[src/rtl/zktc_uart_pkg.sv]
// Shared UART constants and receiver FSM encoding for the zktc SoC.
// Build option UART_RX_PARITY_EN adds the PARITY state.
package zktc_uart_pkg;

    localparam int UART_DATA_BITS    = 8;
    localparam int UART_CLKS_PER_BIT = 868;

    typedef enum logic [2:0] {
        RX_IDLE   = 3'd0,
        RX_START  = 3'd1,
        RX_DATA   = 3'd2,
`ifdef UART_RX_PARITY_EN
        RX_PARITY = 3'd3,
`endif
        RX_STOP   = 3'd4
    } rx_state_e;

endpackage

[src/rtl/uart_rx_fifo.sv]
// First-word-fall-through FIFO for received bytes; pointers carry one extra
// wrap bit so full/empty come from comparing the MSBs.
module uart_rx_fifo #(
    parameter int DEPTH = 4,
    parameter int WIDTH = 8
) (
    input  logic             clk,
    input  logic             rstn,
    input  logic             push_i,
    input  logic [WIDTH-1:0] wr_data_i,
    input  logic             pop_i,
    output logic [WIDTH-1:0] rd_data_o,
    output logic             full_o,
    output logic             empty_o
);

    localparam int AW = $clog2(DEPTH);
    localparam logic [AW:0] PTR_ONE = 1;

    logic [WIDTH-1:0] mem_q [DEPTH];
    logic [AW:0]      wr_ptr_q;
    logic [AW:0]      rd_ptr_q;
    logic             do_push;
    logic             do_pop;

    assign empty_o = (wr_ptr_q == rd_ptr_q);
    assign full_o  = (wr_ptr_q[AW] != rd_ptr_q[AW]) &&
                     (wr_ptr_q[AW-1:0] == rd_ptr_q[AW-1:0]);

    // A pop frees the slot in the same cycle, so a push while full still lands.
    assign do_pop  = pop_i && !empty_o;
    assign do_push = push_i && (!full_o || do_pop);

    assign rd_data_o = empty_o ? '0 : mem_q[rd_ptr_q[AW-1:0]];

    always_ff @(posedge clk) begin
        if (do_push) begin
            mem_q[wr_ptr_q[AW-1:0]] <= wr_data_i;
        end
    end

    always_ff @(posedge clk or negedge rstn) begin
        if (!rstn) begin
            wr_ptr_q <= '0;
            rd_ptr_q <= '0;
        end else begin
            if (do_push) begin
                wr_ptr_q <= wr_ptr_q + PTR_ONE;
            end
            if (do_pop) begin
                rd_ptr_q <= rd_ptr_q + PTR_ONE;
            end
        end
    end

endmodule

[src/rtl/uart_rx.sv]
// 8N1 UART receiver with FWFT byte buffer and framing/overrun pulses.
// Build option UART_RX_PARITY_EN: even parity bit, parity_err port.
//   state  | meaning
//   IDLE   | line idle, waiting for synchronised falling edge
//   START  | half a bit in, confirm start bit or reject glitch
//   DATA   | sample 8 data bits LSB first at bit centre
//   PARITY | sample parity bit (option only)
//   STOP   | sample stop bit, push or report, back to IDLE
module uart_rx
    import zktc_uart_pkg::*;
#(
    parameter int CLKS_PER_BIT = UART_CLKS_PER_BIT,
    parameter int FIFO_DEPTH   = 4
) (
    input  logic                      clk,
    input  logic                      rstn,
    input  logic                      rxd,
    output logic [UART_DATA_BITS-1:0] rx_data,
    output logic                      rx_valid,
    input  logic                      rx_ready,
    output logic                      frame_err,
`ifdef UART_RX_PARITY_EN
    output logic                      parity_err,
`endif
    output logic                      overrun
);

    localparam int CW = $clog2(CLKS_PER_BIT);
    localparam int BW = $clog2(UART_DATA_BITS);
    localparam logic [CW-1:0] CNT_HALF = CW'(CLKS_PER_BIT / 2 - 1);
    localparam logic [CW-1:0] CNT_FULL = CW'(CLKS_PER_BIT - 1);
    localparam logic [BW-1:0] BIT_LAST = BW'(UART_DATA_BITS - 1);

    logic                      rxd_meta_q;
    logic                      rxd_sync_q;
    rx_state_e                 state_q;
    logic [CW-1:0]             cnt_q;
    logic [BW-1:0]             bit_cnt_q;
    logic [UART_DATA_BITS-1:0] shift_q;
    logic                      frame_err_q;
    logic                      overrun_q;
    logic                      par_bad;
    logic                      stop_tick;
    logic                      push;
    logic                      fifo_full;
    logic                      fifo_empty;

    always_ff @(posedge clk or negedge rstn) begin
        if (!rstn) begin
            rxd_meta_q <= 1'b1;
            rxd_sync_q <= 1'b1;
        end else begin
            rxd_meta_q <= rxd;
            rxd_sync_q <= rxd_meta_q;
        end
    end

`ifdef UART_RX_PARITY_EN
    logic par_bit_q;
    logic parity_err_q;
    assign par_bad    = ^{shift_q, par_bit_q};
    assign parity_err = parity_err_q;
`else
    assign par_bad = 1'b0;
`endif

    // The push strobe is decoded in the sample cycle so the byte is visible next cycle.
    assign stop_tick = (state_q == RX_STOP) && (cnt_q == CNT_FULL);
    assign push      = stop_tick && rxd_sync_q && !par_bad;

    always_ff @(posedge clk or negedge rstn) begin
        if (!rstn) begin
            state_q     <= RX_IDLE;
            cnt_q       <= '0;
            bit_cnt_q   <= '0;
            shift_q     <= '0;
            frame_err_q <= 1'b0;
            overrun_q   <= 1'b0;
`ifdef UART_RX_PARITY_EN
            par_bit_q    <= 1'b0;
            parity_err_q <= 1'b0;
`endif
        end else begin
            frame_err_q <= 1'b0;
            overrun_q   <= push && fifo_full && !rx_ready;
`ifdef UART_RX_PARITY_EN
            parity_err_q <= 1'b0;
`endif
            case (state_q)
                RX_IDLE: begin
                    if (!rxd_sync_q) begin
                        state_q <= RX_START;
                        cnt_q   <= '0;
                    end
                end
                RX_START: begin
                    if (cnt_q == CNT_HALF) begin
                        state_q   <= rxd_sync_q ? RX_IDLE : RX_DATA;
                        cnt_q     <= '0;
                        bit_cnt_q <= '0;
                    end else begin
                        cnt_q <= cnt_q + 1'b1;
                    end
                end
                RX_DATA: begin
                    if (cnt_q == CNT_FULL) begin
                        cnt_q     <= '0;
                        shift_q   <= {rxd_sync_q, shift_q[UART_DATA_BITS-1:1]};
                        bit_cnt_q <= bit_cnt_q + 1'b1;
                        if (bit_cnt_q == BIT_LAST) begin
`ifdef UART_RX_PARITY_EN
                            state_q <= RX_PARITY;
`else
                            state_q <= RX_STOP;
`endif
                        end
                    end else begin
                        cnt_q <= cnt_q + 1'b1;
                    end
                end
`ifdef UART_RX_PARITY_EN
                RX_PARITY: begin
                    if (cnt_q == CNT_FULL) begin
                        cnt_q     <= '0;
                        par_bit_q <= rxd_sync_q;
                        state_q   <= RX_STOP;
                    end else begin
                        cnt_q <= cnt_q + 1'b1;
                    end
                end
`endif
                RX_STOP: begin
                    if (stop_tick) begin
                        cnt_q       <= '0;
                        state_q     <= RX_IDLE;
                        frame_err_q <= !rxd_sync_q;
`ifdef UART_RX_PARITY_EN
                        parity_err_q <= par_bad;
`endif
                    end else begin
                        cnt_q <= cnt_q + 1'b1;
                    end
                end
                default: state_q <= RX_IDLE;
            endcase
        end
    end

    uart_rx_fifo #(
        .DEPTH (FIFO_DEPTH),
        .WIDTH (UART_DATA_BITS)
    ) u_fifo (
        .clk       (clk),
        .rstn      (rstn),
        .push_i    (push),
        .wr_data_i (shift_q),
        .pop_i     (rx_ready),
        .rd_data_o (rx_data),
        .full_o    (fifo_full),
        .empty_o   (fifo_empty)
    );

    assign rx_valid  = !fifo_empty;
    assign frame_err = frame_err_q;
    assign overrun   = overrun_q;

endmodule

[config.mk]
export PLATFORM = sky130hd
export DESIGN_NAME = uart_rx
export DESIGN_NICKNAME = d
export VERILOG_FILES = /design/src/rtl/zktc_uart_pkg.sv /design/src/rtl/uart_rx_fifo.sv /design/src/rtl/uart_rx.sv
export SDC_FILE = /design/constraint.sdc
export NUM_CORES = 1
export LEC_CHECK = 0
export CORE_UTILIZATION = 54
export DETAILED_ROUTE_END_ITERATION = 10
export GPL_TIMING_DRIVEN = 0
export HOLD_SLACK_MARGIN = 0.1
export PLACE_DENSITY = 0.78
export SLEW_MARGIN = 20
export SYNTH_ARGS = -nofsm -noshare
export SYNTH_HDL_FRONTEND = slang
export SYNTH_HIERARCHICAL = 1
export SYNTH_SLANG_ARGS = --single-unit
export TNS_END_PERCENT = 20
[constraint.sdc]
create_clock -name clk -period 2.45 [get_ports clk]
set_input_delay 0.49 -clock clk [delete_from_list [all_inputs] [get_ports clk]]
set_output_delay 0.49 -clock clk [all_outputs]
set_load 0.02 [all_outputs]
# Word-level counts from Yosys, hierarchy flattened
# Memories as Yosys holds them, arrays and structs flattened.
# Cells that the tools add are included.
[op_classes] n_mul=0 n_bitwise=0 n_lt_le_gt_ge=0 reduce_logical=19 n_div=0 n_shift=0 muxes=20 add_sub_neg=4 n_eq_ne=14
[op_table] op="$mux 10" count=4
[op_table] op="$pmux 10 s4" count=1
[op_table] op="$mux 3" count=7
[op_table] op="$pmux 3 s4" count=1
[op_table] op="$add 10x1->10 const B" count=1
[op_table] op="$eq 10x10->1 const B" count=1
[op_table] op="$eq 10x9->1 const B" count=1
[op_table] op="$ne 2x2->1 const B" count=5
[op_table] op="$add 3x1->3 const B" count=3
[op_table] op="$mux 8" count=1
[op_table] op="$logic_and 1x1->1" count=7
[op_table] op="$eq 3x3->1 const B" count=2
[op_table] op="$pmux 3 s2" count=1
[op_table] op="$reduce_and 5->1" count=1
[op_table] op="$logic_not 1->1" count=4
[op_table] op="$mux 1" count=4
[op_table] op="$reduce_and 2->1" count=2
[op_table] op="$reduce_bool 4->1" count=1
[op_table] op="$eq 3x1->1 const B" count=1
[op_table] op="$eq 3x2->1 const B" count=1
[op_table] op="$eq 3x3->1" count=1
[op_table] op="$logic_not 3->1" count=1
[op_table] op="$reduce_and 3->1" count=1
[op_table] op="$eq 2x2->1" count=1
[op_table] op="other kinds (4)" count=4
[totals] mem_count=1 latchBits=0 mem_bits_rw=32 register_bits=34 input_bits=4 out_inout_bits=11 romBits=0
[mem_list] memory="u_fifo.mem_q" words=4 word_bits=8 read_ports=1 rd_clocked_by_memory_dff=0 wr=1 line_no="uart_rx_fifo.sv:20" text="logic [WIDTH-1:0] mem_q [DEPTH];"

# Logic depth before layout (Yosys ltp)
[depth] depth_word=7 mapped_depth=7 depth_no_buf=7

# Modules after synthesis
# The synthesis kept the hierarchy.
[by_module_without_submodules] module="uart_rx_fifo" area_per_inst_um2=1684.1 cells_each=85 n_inst=1 seq_area_each_um2=1111.1
[by_module_without_submodules] module="uart_rx" area_per_inst_um2=1397.6 cells_each=133 n_inst=1 seq_area_each_um2=703.2

# Least setup slack after synthesis
# OpenSTA, ideal clock, no wires.
[synth_path] path_kind="reg-to-reg" from="register cnt_q[0]" to="memory u_fifo.mem_q[3][0], enable pin" n_path_buf=0 path_slack_ns=0.005 arrival_time_ns=2.121 setup_ns=0.324 required_time_ns=2.126 path_stages_with_launch=8 cell_sequence="dfrtp_1 > ha_1 > or4b_4 > nor4_4 > and3_2 > and2_1 > o41ai_2 > inv_1"
[synth_between] elab_chain_cells=6
[synth_lines] element="from (decl)" line_no="uart_rx.sv:37" text="logic [CW-1:0] cnt_q;"
[synth_lines] element="from (signal assigned)" line_no="uart_rx.sv:102" text="cnt_q <= cnt_q + 1'b1;"
[synth_lines] element="from (signal assigned)" line_no="uart_rx.sv:118" text="cnt_q <= cnt_q + 1'b1;"
[synth_lines] element="from (signal assigned)" line_no="uart_rx.sv:141" text="cnt_q <= cnt_q + 1'b1;"
[synth_lines] element="$eq 10x10->1" line_no="uart_rx.sv:68" text="assign stop_tick = (state_q == RX_STOP) && (cnt_q == CNT_FULL);"
[synth_lines] element="$logic_and 1x1->1" line_no="uart_rx.sv:68"
[synth_lines] element="$logic_and 1x1->1" line_no="uart_rx.sv:69" text="assign push = stop_tick && rxd_sync_q && !par_bad;"
[synth_lines] element="net push" line_no="uart_rx.sv:44" text="logic push;"
[synth_lines] element="$logic_and 1x1->1" line_no="uart_rx_fifo.sv:32" text="assign do_push = push_i && (!full_o || do_pop);"
[synth_lines] element="$mux 1" line_no="uart_rx_fifo.sv:37" text="if (do_push) begin"
[synth_lines] element="$mux 1 (implied by the code)" line_no="uart_rx_fifo.sv:38" text="mem_q[wr_ptr_q[AW-1:0]] <= wr_data_i;"
[synth_lines] element="to (decl)" line_no="uart_rx_fifo.sv:20"
# The timed path passes the listed nets, and every way through them passes these cells.

# Worst setup path in the final report
[layout_path] from="register u_fifo.rd_ptr_q[0]" to="output rx_data[7]"
[layout_between] elab_chain_cells=2
[layout_lines] element="from (decl)" line_no="uart_rx_fifo.sv:22" text="logic [AW:0] rd_ptr_q;"
[layout_lines] element="from (signal assigned)" line_no="uart_rx_fifo.sv:51" text="rd_ptr_q <= rd_ptr_q + PTR_ONE;"
[layout_lines] element="$mem_v2 4x8 or $eq 3x3->1 (tied branches)"
[layout_lines] element="$mux 8 *" line_no="uart_rx_fifo.sv:34" text="assign rd_data_o = empty_o ? '0 : mem_q[rd_ptr_q[AW-1:0]];"
[layout_lines] element="to (decl)" line_no="uart_rx.sv:18" text="output logic [UART_DATA_BITS-1:0] rx_data,"
# Mark *: on every way between the ends. The rest lies on a longest branch, timed or not.

==> results.json <==
{
  "crit_type": "flop to primary output",
  "fin_util_pct": 66.80,
  "met2_usage_pct": 33.98,
  "drive_gt1_share_pct": 26.85,
  "leakagePower_nw": 1.584,
  "clockBufferDepth": 2,
  "synth_edf_count": 32,
  "ir_worst_vdd_uv": 428.0,
  "coreArea_um2": 5507,
  "route.vias.total": 1829,
  "final_max_slew_viol_count": 0,
  "hold-worst-slack_ps": 355.7,
  "worstReg2RegStart": "cnt_q[1]$_DFFE_PN0P_",
  "status": "finished, final reports clean",
  "drt-total-wl_um": 5025,
  "cp-end-kind": "primary output",
  "clock-sinks": 66,
  "cp.buffers_inverters": 2,
  "start_util_pct": 55.96,
  "drc": 0,
  "port_buffers": 14,
  "slowest_delay_ps": 560,
  "cp_max_fo": 10,
  "antenna_found_initial": 0,
  "met3_usage_pct": 5.294,
  "cpMaxStageDelayCell": "mux4_1",
  "place_hpwl_um": 3389,
  "skew_ps": 6.745,
  "chipHeight_um": 77.55,
  "wl_per_cell_um": 15.27,
  "startpoint": "u_fifo/rd_ptr_q[0]$_DFFE_PN0P_",
  "gr-total-overflow": 0,
  "rrSetupSlack_ps": 120,
  "start_kind": "flop",
  "hp-class": "flop to flop",
  "clkTransAtPathRegs_ps": 70,
  "ioPinCount": 15,
  "grt_pass1_vias": 1811,
  "vias_per_cell": 5.559,
  "power.density_nw_per_um2": 619.0,
  "grt.total_usage_pct": 19.73,
  "top_usage_layer": "met2",
  "worst_pin_slew_ps": 551.2,
  "syn-instance-count": 218,
  "fin_nets": 265,
  "grt_pass1_wl_um": 8625,
  "ys_ff_latch": 66,
  "h-tree-depth": 3,
  "setup_tns_ps": 0,
  "finalWeightedCongestion": 0.8160,
  "max_clock_freq_mhz": 420.4,
  "reg2regPathDepth": 7,
  "drt_iter0_markers": 80,
  "dieArea_um2": 6013,
  "relSlewSlack_pct": 62.92,
  "cts_buffers": 9,
  "holdPathEnd": "rxd_sync_q$_DFF_PN1_",
  "area_growth_pct": 19.37,
  "required_ps": 1960,
  "fin_crit_sh_pct": 97.09,
  "syn_avg_cell_area_um2": 14.14,
  "final_common_cell": "edfxtp_1",
  "setup_viol": 0,
  "yosysSeqAreaShare_pct": 58.87,
  "min_from": "rxd_meta_q$_DFF_PN1_",
  "r2r_end": "u_fifo/mem_q[3][5]$_DFFE_PP_",
  "antenna_left": 0,
  "grt_max_degree": 21,
  "diodes": 0,
  "cap_violations": 0,
  "path_cells": "buf_12 -> mux4_1 -> nor2b_1 -> clkdlybuf4s15_1",
  "root_buffer": "clkbuf_8",
  "period_minus_slack_ps": 2379,
  "grt.met1_usage_pct": 22.22,
  "hold_viol_final": 0,
  "insertion_delay_ps": 350,
  "ys_warn_count": 6,
  "postSynth.asyncResetShare_pct": 51.52,
  "layout_common_cells": "32 x edfxtp_1, 31 x dfrtp_1, 22 x nand2_1, 9 x clkbuf_8",
  "critPathTopFamily": "multiplexers",
  "holdPathStages": 0,
  "num_rows": 27,
  "firstDrtPassIters": 4,
  "cts_tree": "built",
  "synth_nets": 231,
  "synth.distinct_cells": 52,
  "dieWidth_um": 77.55,
  "ys.flop_type": "edfxtp_1",
  "arrival_ps": 1890,
  "synthesis.area_um2": 3082
}
[worst register-to-register path, stage by stage, from the launching register on]
cell	delay, ps
dfrtp_1	390
ha_2	230
or4b_4	480
nor4_4	250
and3_4	260
and2_1	140
o41ai_2	90
inv_2	190
[stage by stage]
stage          area [µm²]  total power, mW  cells  setup WS [ps]
2_1_floorplan        3082            1.181    218          4.879
3_3_place_gp         3312            1.199    304         -334.3
3_5_place_dp         3334            1.203    305         -316.1
4_1_cts              3643            2.302    325         -84.14
5_1_grt              3679            2.347    329         -4.485
6_report             3679            2.277    329          71.32
[worst max-delay path by stage]
| stage | cells past startpoint | slack, ps | end |
|---|---|---|---|
| floorplan | 7 | 5 | u_fifo/mem_q[3][0]$_DFFE_PP_ |
| global placement | 7 | -330 | u_fifo/mem_q[3][2]$_DFFE_PP_ |
| CTS | 7 | -80 | u_fifo/mem_q[3][5]$_DFFE_PP_ |
| global route | 7 | -4 | u_fifo/mem_q[3][5]$_DFFE_PP_ |
| finish | 4 | 70 | rx_data[7] |
| detailed placement | 7 | -320 | u_fifo/mem_q[3][1]$_DFFE_PP_ |
[metal layers]
layer,vias to the layer above,part of all wire (%)
li1,888,-
met1,898,43
met2,31,51
met3,12,3.1
met4,0,2.5
met5,-,0
[flip-flops by register name, summed over array words and instances (netlist names)]
| signal | count |
|---|---|
| bit_cnt_q | 3 |
| rxd_meta_q | 1 |
| overrun | 1 |
| u_fifo/mem_q | 32 |
| u_fifo/wr_ptr_q | 3 |
| shift_q | 8 |
| rxd_sync_q | 1 |
| state_q | 3 |
| u_fifo/rd_ptr_q | 3 |
| frame_err | 1 |
| cnt_q | 10 |
[cells by family (layout without fill, tap and decap cells)]
family	after synthesis	in the layout	share of synthesized area, %
simple gates	74	74	14.05
flops	66	66	58.87
compound gates	33	33	8.161
mux	19	19	10.19
fa+ha+maj	9	9	3.654
buf+inv	9	48	1.583
xor+xnor	8	8	3.492
[Yosys cell counts, drive strengths merged, types with 2 or more instances]
cell	number	share of area (%)
inv	6	0.73
dfstp	2	1.7
nand2	22	2.7
xor2	3	2.1
nor3	9	1.8
nor2b	8	1.6
dfrtp	32	26
and2	2	0.41
a22o	3	0.89
nand2b	3	0.61
nand3	5	0.81
and3	6	1.3
o21ai	10	1.6
o41ai	2	1.1
buf	2	0.73
o31ai	2	0.65
a21o	3	0.73
mux2	10	3.7
ha	9	3.7
or2	2	0.41
a21oi	5	0.81
mux4	8	6.2
o22ai	3	0.81
edfxtp	32	31
nor2	7	0.85
xnor2	5	1.4
or4b	2	0.77
[cell type report]
type | count | area, µm²
Multi-Input combinational cell | 143 | 1244
Clock inverter | 6 | 115.1
Timing Repair Buffer | 23 | 229.0
Buffer | 3 | 35.03
Clock buffer | 10 | 127.6
Inverter | 6 | 22.52
Sequential cell | 66 | 1815
Fill cell | 399 | 1828
Tap cell | 72 | 90.09
[report_power, final]
part / switching (mW) / internal (mW)
clock: 0.418 / 0.679
sequential: 0.00155 / 1.16
combinational: 0.0133 / 0.00917
total: 0.432 / 1.84
[what timing repair did]
item	in CTS	in global routing
gates resized for setup	19	5
endpoints found under the setup margin	42	40
buffers inserted	3	4
hold buffers	1	0
gates cloned	0	0
pin swaps	2	2
hold endpoints to repair	12	0
No activity file was read; power rests on OpenSTA's default activity.
